===== src/rtl/uart_rx_cfg.sv =====
// ---------------------------------------------------------------------------
// uart_rx_cfg -- parametrised asynchronous serial receiver
//
// Receives frames of g_DATA_BITS data bits (LSB first), an optional odd/even
// parity bit and g_STOP_BITS stop bits. The line passes through a two-flop
// synchroniser. A start bit must still be low at mid-bit, otherwise it is
// rejected as a glitch. Frames with parity or framing errors are still
// delivered.
//
// Optional feature (macro UART_RX_BREAK_DETECT_EN): a frame that samples 0
// for every bit raises o_Break. The receiver then ignores the line until it
// has been high for a full bit period. Without the macro o_Break is tied to 0.
//
// Ports:
//   i_Clk        system clock, rising edge
//   i_Rst        synchronous active-high reset
//   i_RX_Serial  asynchronous serial input, idle high
//   o_RX_DV      one-cycle pulse, frame complete
//   o_RX_Byte    received data, held until next o_RX_DV
//   o_Parity_Err parity mismatch on last frame
//   o_Frame_Err  a stop bit sampled low on last frame
//   o_Busy       receiver not idle
//   o_Break      break detected (optional feature)
// ---------------------------------------------------------------------------
module uart_rx_cfg #(
    parameter int g_CLKS_PER_BIT = 10417,
    parameter int g_DATA_BITS    = 8,
    parameter int g_PARITY       = 0,
    parameter int g_STOP_BITS    = 1
) (
    input  logic                   i_Clk,
    input  logic                   i_Rst,
    input  logic                   i_RX_Serial,
    output logic                   o_RX_DV,
    output logic [g_DATA_BITS-1:0] o_RX_Byte,
    output logic                   o_Parity_Err,
    output logic                   o_Frame_Err,
    output logic                   o_Busy,
    output logic                   o_Break
);

    localparam int CNT_W = $clog2(g_CLKS_PER_BIT);
    localparam int IDX_W = $clog2(g_DATA_BITS + 1);
    localparam logic [CNT_W-1:0] CNT_LAST = CNT_W'(g_CLKS_PER_BIT - 1);
    localparam logic [CNT_W-1:0] CNT_HALF = CNT_W'((g_CLKS_PER_BIT - 1) / 2);
    localparam logic [IDX_W-1:0] IDX_LAST = IDX_W'(g_DATA_BITS - 1);
    localparam logic [IDX_W-1:0] STOP_LAST = IDX_W'(g_STOP_BITS - 1);

    typedef enum logic [2:0] {IDLE, START, DATA, PARITY, STOP, CLEANUP} state_t;

    state_t                 state_reg, state_next;
    logic                   rx_meta_reg, rx_s_reg;
    logic [CNT_W-1:0]       cnt_reg, cnt_next;
    logic [IDX_W-1:0]       idx_reg, idx_next;
    logic [g_DATA_BITS-1:0] shift_reg, shift_next;
    logic                   par_err_reg, par_err_next;
    logic                   frm_err_reg, frm_err_next;
    logic                   dv_reg, dv_next;
    logic [g_DATA_BITS-1:0] byte_reg, byte_next;
    logic                   perr_out_reg, perr_out_next;
    logic                   ferr_out_reg, ferr_out_next;
    logic                   busy_reg, busy_next;
    logic                   bit_tick;
    logic                   load_frame;
`ifdef UART_RX_BREAK_DETECT_EN
    logic                   zero_reg, zero_next;      // every sample so far was 0
    logic                   hold_reg, hold_next;      // waiting for line to recover
    logic                   brk_reg, brk_next;
`endif

    assign bit_tick = (cnt_reg == CNT_LAST);

    // State register and datapath registers
    always_ff @(posedge i_Clk) begin
        if (i_Rst) begin
            rx_meta_reg  <= 1'b1;
            rx_s_reg     <= 1'b1;
            state_reg    <= IDLE;
            cnt_reg      <= '0;
            idx_reg      <= '0;
            shift_reg    <= '0;
            par_err_reg  <= 1'b0;
            frm_err_reg  <= 1'b0;
            dv_reg       <= 1'b0;
            byte_reg     <= '0;
            perr_out_reg <= 1'b0;
            ferr_out_reg <= 1'b0;
            busy_reg     <= 1'b0;
`ifdef UART_RX_BREAK_DETECT_EN
            zero_reg     <= 1'b0;
            hold_reg     <= 1'b0;
            brk_reg      <= 1'b0;
`endif
        end else begin
            rx_meta_reg  <= i_RX_Serial;
            rx_s_reg     <= rx_meta_reg;
            state_reg    <= state_next;
            cnt_reg      <= cnt_next;
            idx_reg      <= idx_next;
            shift_reg    <= shift_next;
            par_err_reg  <= par_err_next;
            frm_err_reg  <= frm_err_next;
            dv_reg       <= dv_next;
            byte_reg     <= byte_next;
            perr_out_reg <= perr_out_next;
            ferr_out_reg <= ferr_out_next;
            busy_reg     <= busy_next;
`ifdef UART_RX_BREAK_DETECT_EN
            zero_reg     <= zero_next;
            hold_reg     <= hold_next;
            brk_reg      <= brk_next;
`endif
        end
    end

    // Next-state and datapath logic
    always_comb begin
        state_next   = state_reg;
        cnt_next     = cnt_reg;
        idx_next     = idx_reg;
        shift_next   = shift_reg;
        par_err_next = par_err_reg;
        frm_err_next = frm_err_reg;
`ifdef UART_RX_BREAK_DETECT_EN
        zero_next    = zero_reg;
        hold_next    = hold_reg;
`endif
        case (state_reg)
            IDLE: begin
`ifdef UART_RX_BREAK_DETECT_EN
                // After a break the counter measures continuous high time;
                // any low sample restarts the measurement.
                if (hold_reg) begin
                    if (!rx_s_reg) begin
                        cnt_next = '0;
                    end else if (bit_tick) begin
                        cnt_next  = '0;
                        hold_next = 1'b0;
                    end else begin
                        cnt_next = cnt_reg + 1'b1;
                    end
                end else
`endif
                if (!rx_s_reg) begin
                    state_next = START;
                    cnt_next   = '0;
                end
            end
            START: begin
                if (cnt_reg == CNT_HALF) begin
                    cnt_next = '0;
                    if (!rx_s_reg) begin
                        state_next   = DATA;
                        idx_next     = '0;
                        par_err_next = 1'b0;
                        frm_err_next = 1'b0;
`ifdef UART_RX_BREAK_DETECT_EN
                        zero_next    = 1'b1;
`endif
                    end else begin
                        state_next = IDLE;
                    end
                end else begin
                    cnt_next = cnt_reg + 1'b1;
                end
            end
            DATA: begin
                if (bit_tick) begin
                    cnt_next   = '0;
                    shift_next = {rx_s_reg, shift_reg[g_DATA_BITS-1:1]};
`ifdef UART_RX_BREAK_DETECT_EN
                    zero_next  = zero_reg & ~rx_s_reg;
`endif
                    if (idx_reg == IDX_LAST) begin
                        idx_next = '0;
                        if (g_PARITY != 0) state_next = PARITY;
                        else               state_next = STOP;
                    end else begin
                        idx_next = idx_reg + 1'b1;
                    end
                end else begin
                    cnt_next = cnt_reg + 1'b1;
                end
            end
            PARITY: begin
                if (bit_tick) begin
                    cnt_next   = '0;
                    idx_next   = '0;
                    state_next = STOP;
                    // XOR over data and parity: odd mode wants 1, even wants 0
                    if (g_PARITY == 1) par_err_next = ~(^shift_reg ^ rx_s_reg);
                    else               par_err_next = ^shift_reg ^ rx_s_reg;
`ifdef UART_RX_BREAK_DETECT_EN
                    zero_next  = zero_reg & ~rx_s_reg;
`endif
                end else begin
                    cnt_next = cnt_reg + 1'b1;
                end
            end
            STOP: begin
                if (bit_tick) begin
                    cnt_next = '0;
                    if (!rx_s_reg) frm_err_next = 1'b1;
`ifdef UART_RX_BREAK_DETECT_EN
                    zero_next = zero_reg & ~rx_s_reg;
`endif
                    if (idx_reg == STOP_LAST) begin
                        state_next = CLEANUP;
                    end else begin
                        idx_next = idx_reg + 1'b1;
                    end
                end else begin
                    cnt_next = cnt_reg + 1'b1;
                end
            end
            CLEANUP: begin
                state_next = IDLE;
                cnt_next   = '0;
`ifdef UART_RX_BREAK_DETECT_EN
                hold_next  = zero_reg;
`endif
            end
            default: begin
                state_next = IDLE;
                cnt_next   = '0;
            end
        endcase
    end

    // Output logic: results are registered on the edge that enters CLEANUP,
    // so o_RX_DV and the data/flags become visible together during CLEANUP.
    always_comb begin
        load_frame    = (state_reg == STOP) && (state_next == CLEANUP);
        dv_next       = load_frame;
        byte_next     = load_frame ? shift_reg    : byte_reg;
        perr_out_next = load_frame ? par_err_next : perr_out_reg;
        ferr_out_next = load_frame ? frm_err_next : ferr_out_reg;
        busy_next     = (state_next != IDLE);
`ifdef UART_RX_BREAK_DETECT_EN
        if (load_frame)    brk_next = zero_next;
        else if (rx_s_reg) brk_next = 1'b0;
        else               brk_next = brk_reg;
`endif
    end

    assign o_RX_DV      = dv_reg;
    assign o_RX_Byte    = byte_reg;
    assign o_Parity_Err = perr_out_reg;
    assign o_Frame_Err  = ferr_out_reg;
    assign o_Busy       = busy_reg;
`ifdef UART_RX_BREAK_DETECT_EN
    assign o_Break      = brk_reg;
`else
    assign o_Break      = 1'b0;
`endif

endmodule


===== config.mk =====
export PLATFORM = sky130hd
export DESIGN_NAME = uart_rx_cfg
export DESIGN_NICKNAME = d
export VERILOG_FILES = /design/src/rtl/uart_rx_cfg.sv
export SDC_FILE = /design/constraint.sdc
export NUM_CORES = 1
export LEC_CHECK = 0
export BUFFER_PORTS_ARGS = -buffer_cell sky130_fd_sc_hd__buf_2
export CAP_MARGIN = 20
export CELL_PAD_IN_SITES_DETAIL_PLACEMENT = 0
export CELL_PAD_IN_SITES_GLOBAL_PLACEMENT = 1
export CORE_MARGIN = 5
export CORE_UTILIZATION = 45
export DETAILED_ROUTE_END_ITERATION = 16
export GPL_TIMING_DRIVEN = 0
export PLACE_DENSITY_LB_ADDON = 0.1
export SLEW_MARGIN = 20
export SYNTH_ARGS = -nofsm -noshare
export SYNTH_HDL_FRONTEND = slang
export SYNTH_SLANG_ARGS = --single-unit

===== constraint.sdc =====
create_clock -name i_Clk -period 5.65 [get_ports i_Clk]
set_input_delay 0.565 -clock i_Clk [delete_from_list [all_inputs] [get_ports i_Clk]]
set_output_delay 0.565 -clock i_Clk [all_outputs]
set_load 0.01 [all_outputs]

==> impl_metrics.env <==
export IMPL_grtUsageTotal_pct=15.83
export IMPL_crit_arrival_ns=2.47
export IMPL_met2_usage_pct=25.42
export IMPL_post_cts_setup_buffer_count=0
export IMPL_cts_resized=0
export IMPL_ys_types=50
export IMPL_setup_ws_ns=3.350
export IMPL_swShare_pct=22.66
export IMPL_clockRootBuffer="clkbuf_8"
export IMPL_status="finished clean"
export IMPL_required_ns=5.82
export IMPL_hpwl_mm=3.218
export IMPL_die_x_um=79.14
export IMPL_synth_async_reset_ratio_pct=0
export IMPL_worstSetupEndpointType="register"
export IMPL_pwr_share_clk_pct=41.7
export IMPL_p_seq_share_pct=53.8
export IMPL_setup_violations=0
export IMPL_synth_edf_count=0
export IMPL_drc=0
export IMPL_start_util_pct=45.84
export IMPL_path_max_fanout=10
export IMPL_path_cells="or4b_1 -> or4_4 -> or2_2 -> clkbuf_1 -> nand2_1 -> a21oi_1"
export IMPL_p_int_mw=0.4605
export IMPL_drt_pass1_iter_count=4
export IMPL_fin_nets=280
export IMPL_core_sq_um=4692
export IMPL_ys_top_cells_by_count="dfxtp_1, nand2_1, a21oi_1, nor2_1, inv_1"
export IMPL_wirelength_mm=4.548
export IMPL_tns_ns=0
export IMPL_synth_most_common_cell="dfxtp_1"
export IMPL_syn_area_sq_um=2151
export IMPL_gp_congestion=0.7851
export IMPL_path_class="reg2reg"
export IMPL_die_h_um=79.14
export IMPL_finalCriticalPeriod_ns=2.300
export IMPL_numCtsBuffers=5
export IMPL_leakagePower_nw=0.8531
export IMPL_min_path_type="reg2reg"
export IMPL_drv_cap=0
export IMPL_largest_reg_flops=14
export IMPL_diodes=0
export IMPL_synth_warnings=0
export IMPL_antenna_found_initial=0
export IMPL_top_usage_layer="met2"
export IMPL_wl_per_cell_um=13.87
export IMPL_clock_latency_ns=0.31
export IMPL_cts_tree="yes"
export IMPL_grt_setup_unrepaired="no"
export IMPL_io_buffers=13
export IMPL_clkTransAtPathRegs_ns=0.09
export IMPL_synthToLayoutAreaGrowth_pct=11.81
export IMPL_ant_nets=0
export IMPL_skew_ns=0.007504
export IMPL_synth_area_top_cells="dfxtp_1, nand2_1, a21oi_1, nor2_1, xnor2_1"
export IMPL_synth_main_ff_cell="dfxtp_1"
export IMPL_grt_util_met1_pct=20.17
export IMPL_htreeDepth=2
export IMPL_p_switching_mw=0.1349
export IMPL_power_density_nw_per_um2=247.6
export IMPL_grt_pass1_vias=1622
export IMPL_fmax_mhz=434.8
export IMPL_critPathBufInv=1
export IMPL_synth_seq_cells=45
export IMPL_synth_seq_area_share_pct=41.88
export IMPL_grt_pass1_wl_mm=7.797
export IMPL_worst_pin_slew_ns=0.7157
export IMPL_grt_max_degree=16
export IMPL_met3_usage_pct=3.741
export IMPL_nFillCells=468
export IMPL_p_comb_share_pct=4.5
export IMPL_dr_total_vias=1748
export IMPL_finalCritPeriodShare_pct=40.71
export IMPL_via_per_inst=5.329
export IMPL_synthCells=253
export IMPL_overflow=0
export IMPL_cp_slowest_cell="or4b_1"
export IMPL_drive_above_1_share_pct=13.87
export IMPL_cts_sinks=45
export IMPL_ir_drop_mv=0.1145
export IMPL_finalHoldViolations=0
export IMPL_relSlewSlack_pct=52.16
export IMPL_hold_buffers=0
export IMPL_synth_area_leader_cell="dfxtp_1"
export IMPL_dieArea_sq_um=6262
export IMPL_pre_cts_ws_ns=3.342
export IMPL_drtIter0Drc=96
export IMPL_crit_family="simple AND/OR/NAND/NOR gates"
export IMPL_drv_slew=0
export IMPL_slowest_delay_ns=0.54
export IMPL_io_pins=16
export IMPL_cts_buffer_depth=2
export IMPL_syn_avg_cell_area_sq_um=8.501
export IMPL_rows=25
export IMPL_synth_fp_nets=260
export IMPL_synth_top_area_share_pct=41.88
export IMPL_cp_start_kind="register"
## cell type report
class	count	area (sq um)	area share, %
sequential	45	900.9	37.46
timing repair buffer	13	65.06	2.706
inverter	10	37.54	1.561
clock inverter	3	46.29	1.925
buffer	12	61.31	2.549
tap	54	67.56	2.810
clock buffer	5	68.82	2.862
multi-input combinational	186	1157	48.13
## layout by cell type (no fill, tap or decap), types with 4 or more instances in the layout
master and n:
nor2_1 24, a21oi_1 24, or3_1 4, dfxtp_1 45
xor2_1 8, xnor2_1 8, inv_1 10, clkbuf_1 8
clkbuf_8 5, nand4_1 8, nand2_1 43, ha_1 4
buf_2 14, o21ai_0 8, nand3_1 6
## per-stage QoR
step / util, % / std cells / power, mW / hold slack (ns) / area (sq um)
2_1_floorplan: - / 253 / 0.3473 / 0.3895 / 2151
3_3_place_gp: 48.67 / 320 / 0.3543 / 0.3932 / 2283
3_5_place_dp: 48.80 / 320 / 0.3547 / 0.3928 / 2290
4_1_cts: 51.25 / 328 / 0.6028 / 0.4131 / 2405
5_1_grt: 51.25 / 328 / 0.6205 / 0.4369 / 2405
6_report: 51.25 / 328 / 0.5954 / 0.4123 / 2405
## cells by family after synthesis
logic type	after synthesis	synth area share, %
other cells	1	0.1744
flops	45	41.88
compound gates	53	17.16
buf+inv	22	4.595
simple gates	111	26.29
fa+ha+maj	4	2.327
xor+xnor	17	7.563
## per-layer routing
| metal | vias to the layer above | part of all wire [%] |
|---|---|---|
| met2 | 29 | 45 |
| met3 | 11 | 3.8 |
| met5 | - | 0 |
| met1 | 790 | 49 |
| met4 | 0 | 2.3 |
| li1 | 918 | - |
## power groups by stage
stage | registers [mW] | logic, mW | clock network [mW]
floorplan | 0.328 | 0.0195 | 0
global placement | 0.328 | 0.0264 | 0
detailed placement | 0.328 | 0.0269 | 0
CTS | 0.320 | 0.0269 | 0.255
global route | 0.321 | 0.0300 | 0.270
finish | 0.320 | 0.0265 | 0.248
## worst paths after layout
check | end | start | slack, ns | cells after the start
worst min register to register | rx_s_reg | rx_meta_reg | 0.41 | 1
worst min-delay path | rx_s_reg | rx_meta_reg | 0.41 | 1
worst max register to register | o_Frame_Err | cnt_reg[6] | 3.35 | 6
worst max-delay path | o_Frame_Err | cnt_reg[6] | 3.35 | 6
Note: power is estimated with default switching activity, not from simulation.
